**src/rtl/key_debounce_scan.sv**
```systemverilog
// Four-key debouncer: two-flop synchronizers, a shared sample tick and one FSM per key
// that produces a debounced level, press/release/long-press pulses and a lowest-key code.
module key_debounce_scan #(
    parameter int unsigned TICK_DIV    = 240000,
    parameter int unsigned DEB_SAMPLES = 3,
    parameter int unsigned HOLD_TICKS  = 50
) (
    input  logic       clk,
    input  logic       rst,
    input  logic [3:0] key_n,
    output logic [3:0] key_state,
    output logic [3:0] key_press,
    output logic [3:0] key_release,
    output logic [3:0] key_long,
    output logic [2:0] key_code
);

    localparam int unsigned TW = (TICK_DIV > 1) ? $clog2(TICK_DIV) : 1;
    localparam int unsigned SW = (DEB_SAMPLES > 1) ? $clog2(DEB_SAMPLES + 1) : 1;
    localparam int unsigned HW = (HOLD_TICKS > 1) ? $clog2(HOLD_TICKS + 1) : 1;

    localparam logic [TW-1:0] TICK_LAST = TW'(TICK_DIV - 1);
    localparam logic [SW-1:0] DEB_LIM   = SW'(DEB_SAMPLES);
    localparam logic [SW-1:0] SMP_ONE   = SW'(1);
    localparam logic [HW-1:0] HOLD_LIM  = HW'(HOLD_TICKS);

    typedef enum logic [1:0] {
        IDLE      = 2'd0,
        PRESS_CHK = 2'd1,
        PRESSED   = 2'd2,
        REL_CHK   = 2'd3
    } state_e;

    logic [TW-1:0] tcnt_q, tcnt_d;
    logic          tick;

    logic [3:0]    sync1_q, sync2_q;

    state_e        state_q [4];
    state_e        state_d [4];
    logic [SW-1:0] smp_q   [4];
    logic [SW-1:0] smp_d   [4];
    logic [HW-1:0] hold_q  [4];
    logic [HW-1:0] hold_d  [4];

    logic [3:0]    press_q, press_d;
    logic [3:0]    release_q, release_d;
    logic [3:0]    long_q, long_d;
    logic [2:0]    code_q, code_d;

    always_comb begin
        tick   = (tcnt_q == TICK_LAST);
        tcnt_d = tick ? '0 : tcnt_q + 1'b1;
    end

    always_ff @(posedge clk or negedge rst) begin
        if (!rst) begin
            tcnt_q  <= '0;
            sync1_q <= '1;
            sync2_q <= '1;
        end else begin
            tcnt_q  <= tcnt_d;
            sync1_q <= key_n;
            sync2_q <= sync1_q;
        end
    end

    // With DEB_SAMPLES = 1 the first qualifying sample already equals the limit,
    // so IDLE/PRESSED jump straight across the CHK state within one tick.
    always_comb begin
        for (int unsigned k = 0; k < 4; k++) begin
            state_d[k]   = state_q[k];
            smp_d[k]     = smp_q[k];
            hold_d[k]    = hold_q[k];
            press_d[k]   = 1'b0;
            release_d[k] = 1'b0;
            long_d[k]    = 1'b0;
            if (tick) begin
                case (state_q[k])
                    IDLE: begin
                        if (!sync2_q[k]) begin
                            if (SMP_ONE == DEB_LIM) begin
                                state_d[k] = PRESSED;
                                smp_d[k]   = '0;
                                hold_d[k]  = '0;
                                press_d[k] = 1'b1;
                            end else begin
                                state_d[k] = PRESS_CHK;
                                smp_d[k]   = SMP_ONE;
                            end
                        end
                    end
                    PRESS_CHK: begin
                        if (!sync2_q[k]) begin
                            if (smp_q[k] + SMP_ONE == DEB_LIM) begin
                                state_d[k] = PRESSED;
                                smp_d[k]   = '0;
                                hold_d[k]  = '0;
                                press_d[k] = 1'b1;
                            end else begin
                                smp_d[k] = smp_q[k] + SMP_ONE;
                            end
                        end else begin
                            state_d[k] = IDLE;
                            smp_d[k]   = '0;
                        end
                    end
                    PRESSED: begin
                        if (!sync2_q[k]) begin
                            if (hold_q[k] < HOLD_LIM) begin
                                hold_d[k] = hold_q[k] + 1'b1;
                                long_d[k] = (hold_q[k] + 1'b1 == HOLD_LIM);
                            end
                        end else if (SMP_ONE == DEB_LIM) begin
                            state_d[k]   = IDLE;
                            smp_d[k]     = '0;
                            release_d[k] = 1'b1;
                        end else begin
                            state_d[k] = REL_CHK;
                            smp_d[k]   = SMP_ONE;
                        end
                    end
                    REL_CHK: begin
                        if (sync2_q[k]) begin
                            if (smp_q[k] + SMP_ONE == DEB_LIM) begin
                                state_d[k]   = IDLE;
                                smp_d[k]     = '0;
                                release_d[k] = 1'b1;
                            end else begin
                                smp_d[k] = smp_q[k] + SMP_ONE;
                            end
                        end else begin
                            // Bounce during release: hold count kept so key_long cannot re-fire.
                            state_d[k] = PRESSED;
                            smp_d[k]   = '0;
                        end
                    end
                    default: begin
                        state_d[k] = IDLE;
                        smp_d[k]   = '0;
                    end
                endcase
            end
        end
    end

    always_ff @(posedge clk or negedge rst) begin
        if (!rst) begin
            for (int unsigned k = 0; k < 4; k++) begin
                state_q[k] <= IDLE;
                smp_q[k]   <= '0;
                hold_q[k]  <= '0;
            end
            press_q   <= '0;
            release_q <= '0;
            long_q    <= '0;
            code_q    <= '0;
        end else begin
            for (int unsigned k = 0; k < 4; k++) begin
                state_q[k] <= state_d[k];
                smp_q[k]   <= smp_d[k];
                hold_q[k]  <= hold_d[k];
            end
            press_q   <= press_d;
            release_q <= release_d;
            long_q    <= long_d;
            code_q    <= code_d;
        end
    end

    always_comb begin
        for (int unsigned k = 0; k < 4; k++) begin
            key_state[k] = (state_q[k] == PRESSED) || (state_q[k] == REL_CHK);
        end
    end

    // Scan from the top down so the lowest-numbered pressed key wins.
    always_comb begin
        code_d = '0;
        for (int unsigned k = 4; k > 0; k--) begin
            if (key_state[k-1]) begin
                code_d = 3'(k);
            end
        end
    end

    assign key_press   = press_q;
    assign key_release = release_q;
    assign key_long    = long_q;
    assign key_code    = code_q;

endmodule

```
**config.mk**
```make
export PLATFORM = sky130hd
export DESIGN_NAME = key_debounce_scan
export DESIGN_NICKNAME = d
export VERILOG_FILES = /design/src/rtl/key_debounce_scan.sv
export SDC_FILE = /design/constraint.sdc
export NUM_CORES = 1
export LEC_CHECK = 0
export ABC_AREA = 1
export CAP_MARGIN = 30
export CORE_MARGIN = 3
export CORE_UTILIZATION = 40
export CTS_BUF_LIST = sky130_fd_sc_hd__clkbuf_2 sky130_fd_sc_hd__clkbuf_4 sky130_fd_sc_hd__clkbuf_8
export DETAILED_ROUTE_END_ITERATION = 8
export PLACE_DENSITY = 0.65
export SLEW_MARGIN = 20
export SYNTH_ARGS = -nofsm -noshare
export SYNTH_HDL_FRONTEND = slang
export SYNTH_SLANG_ARGS = --single-unit
```
**constraint.sdc**
```tcl
create_clock -name clk -period 4.1 [get_ports clk]
set_input_delay 1.025 -clock clk [delete_from_list [all_inputs] [get_ports clk]]
set_output_delay 1.025 -clock clk [all_outputs]
set_load 0.02 [all_outputs]
```
==> flow_summary_export.csv <==
group,metric,value,unit
routing,drc,0,
sta,skew,0.0180,ns
synth,yosysTopAreaCell,"dfrtp_1",
routing,top_layer,"met4",
die,io_pins,25,
worst_setup_path,rr_worst_depth,8,
clock_tree,cts_sinks,81,
cells_and_area,syn2layout_area_growth,12.4,%
worst_hold_path,min_path_cells,0,
outcome,status,"finished, final reports clean",
global_route,gr-usage-all-layers,16.0,%
placement,port_buffers,24,
routing,wl_met1,4.37,mm
die,dieWidth,112,microns
worst_setup_path,path_max_fanout,9,
worst_setup_path,crit_buf_inv,1,
sta,hold_viol_final,0,
routing,postRouteAntennaNets,0,
worst_setup_path,crit_slowest_cell,"clkdlybuf4s50_1",
synth,ys_ff_latch,81,
sta,worstMarginPinSlew,0.540,ns
routing,met2_length,4.53,mm
clock_tree,cts_tree,"yes",
cells_and_area,drive_above_1_share,6.90,%
worst_setup_path,arrival,1.52,ns
worst_setup_path,rrSetupSlack,2.03,ns
power_and_ir_drop,irDropWorstVdd,0.159,mV
clock_tree,clk_latency,0.35,ns
worst_hold_path,hold_class,"reg2reg",
routing,dr.first_iter.drc_count,189,
placement,hpwl,6.89,mm
global_route,grt_pass1_vias,3797,
synth,async_flop_share,100,%
clock_tree,clk_path_buf_depth,2,
cells_and_area,n_fill_cell,1060,
routing,vias,3924,
synth,avgSynthCellArea,7.29,sq um
worst_setup_path,cp_data_required_time,3.07,ns
sta,relSlewSlack,63.9,%
global_route,grt_max_degree,49,
worst_setup_path,reg2reg_from,"tcnt_q[0]",
synth,synth_ff_type,"dfrtp_1",
clock_tree,ctsResizeCount,0,
routing,wl,9.34,mm
synth,synthTopCellsByArea,"dfrtp_1, nand2_1, inv_1",
synth,synth_most_common_cell,"nand2_1",
die,die_h,112,microns
global_route,gr-total-overflow,0,
die,core_area,0.0109,sq mm
synth,synth_enable_flop_cells,0,
clock_tree,cts_setup_buffers,0,
placement,numPlacedInstances,776,
sta,maxSlewViolCount,0,
worst_hold_path,hold_path.startpoint,"sync1_q[2]",
routing,post_drt_via_cell_ratio,4.95,
global_route,antenna_found_initial,0,
clock_tree,cts_root_buffer,"clkbuf_8",
worst_setup_path,critPathTopFamily,"buffers and inverters",
synth,syn-num-nets,636,
sta,max_freq,394,MHz
power_and_ir_drop,total_power,0.00137,W
routing,wl_per_cell,11.8,microns
placement,globalplace.congestion,0.856,
worst_setup_path,cp_slowest_stage_delay,0.66,ns
synth,synth.yosys.seq_area_share,45.0,%
clock_tree,holdBufCountCts,0,
synth,synth_top_area_share,40.3,%
clock_tree,clkTransAtPathRegs,0.09,ns
synth,synth_cell_types,32,
power_and_ir_drop,power.density,269,mW/mm^2
die,die_area,0.0126,sq mm
die,start_util,41.4,%
worst_setup_path,cp-start-kind,"flip-flop",
routing,dr_wl_met3,302,microns
sta,rsz0062_at_grt,"no",
worst_setup_path,crit_chain,"clkdlybuf4s50_1",
run,max_cap_viol_count,0,
clock_tree,cts_buffers,9,
sta,setup_viol,0,
global_route,grt_pass1_wl,16.8,mm
synth,synthTopCellsByCount,"nand2_1, inv_1, nor2_1",
routing,firstDrtPassIters,5,
synth,synth_area,0.00453,sq mm
cells_and_area,instances_no_fill,792,
die,core.rowCount,38,
sta,period_needed,2.54,ns
cells_and_area,n_antenna_cell,0,
worst_setup_path,crit_type,"reg2out",
worst_setup_path,cp-end-kind,"primary output",
clock_tree,h-tree-depth,3,
sta,fin_setup_tns,0,ns
worst_setup_path,worstReg2RegEnd,"hold_q[6]",
synth,yosysWarnings,0,
cells_and_area,fin_nets,662,
sta,period_share,62.0,%
worst_hold_path,min_to,"sync2_q[2]",
power_and_ir_drop,leakagePower,2.52,nW
synth,netlist_instances,621,
[kinds of logic (layout without fill, tap and decap cells)]
kind of cell,count (synthesis),count (layout),synth area share (%)
xor+xnor,13,13,2.51
compound gates,28,28,3.29
fa+ha+maj,9,9,2.49
buf+inv,100,131,8.87
flops,81,81,45.0
simple gates,390,390,37.9
[cell usage in the layout (no fill, tap or decap), types with 2 or more instances in the layout]
cell type,synthesis,final
clkinv_4,0,4
clkbuf_8,0,9
ha_1,9,9
nor3_1,8,8
inv_1,88,88
nand2_1,192,192
o21ai_1,4,4
xnor2_1,6,6
nor2_1,80,80
nor2_2,4,4
clkdlybuf4s50_1,0,23
nand4_1,27,27
xor2_1,7,7
dfstp_2,8,8
nand3_1,62,62
buf_4,2,2
nand2_2,6,6
o21ai_0,11,11
o21bai_1,3,3
nor2_4,3,3
dfrtp_1,73,73
a21oi_1,9,9
[registers in the layout, indices dropped and copies added, names as in the netlist, named ones only]
signal / cells
key_code: 3
sync2_q: 4
sync1_q: 4
smp_q: 8
key_release: 4
key_long: 4
state_q: 4
key_press: 4
tcnt_q: 18
hold_q: 24
[metrics by stage]
stage / hold WS (ns) / util, % / instance area (sq um) / setup slack [ns]
global route: 0.361 / 46.5 / 5090 / 1.49
finish: 0.357 / 46.5 / 5090 / 1.56
CTS: 0.359 / 46.5 / 5090 / 1.53
floorplan: 0.345 / - / 4530 / 2.38
detailed placement: 0.347 / 44.9 / 4910 / 1.93
global placement: 0.347 / 44.6 / 4880 / 1.96
[layout make-up]
class,count,area [sq um],area share [%]
Sequential cell,81,2040,40.0
Inverter,89,334,6.56
Tap cell,140,175,3.44
Timing Repair Buffer,26,273,5.36
Clock inverter,7,56.3,1.11
Multi-Input combinational cell,440,2090,41.1
Clock buffer,9,124,2.43
[report_power, final]
group	internal [W]	switching [W]	leakage, nW
Clock	0.000225	0.000303	0.0898
Sequential	0.000805	0.00000394	1.09
Combinational	0.00000980	0.0000236	1.34
Total	0.00104	0.000331	2.52
[worst max-delay path by stage]
stage          startpoint           end  cells past startpoint
6_report        flip-flop  key_state[2]                      1
5_1_grt         flip-flop  key_state[1]                      1
4_1_cts         flip-flop  key_state[2]                      1
3_5_place_dp    flip-flop  key_state[2]                      1
3_3_place_gp    flip-flop  key_state[2]                      1
2_1_floorplan   flip-flop  key_state[2]                      2
[layer usage]
metal	global-route usage [%]	vias up
met5	0	-
met4	7.13	0
met3	2.53	8
met2	26.6	62
met1	20.6	1843
li1	-	2011
[worst register-to-register path: cells and delay by family (launching register included)]
kind	cells	cell delay [ns]
AND/OR/NAND/NOR	7	1.34
adder cells (fa/ha/maj)	1	0.21
flip-flops	1	0.43
(Power assumes the default switching activity.)
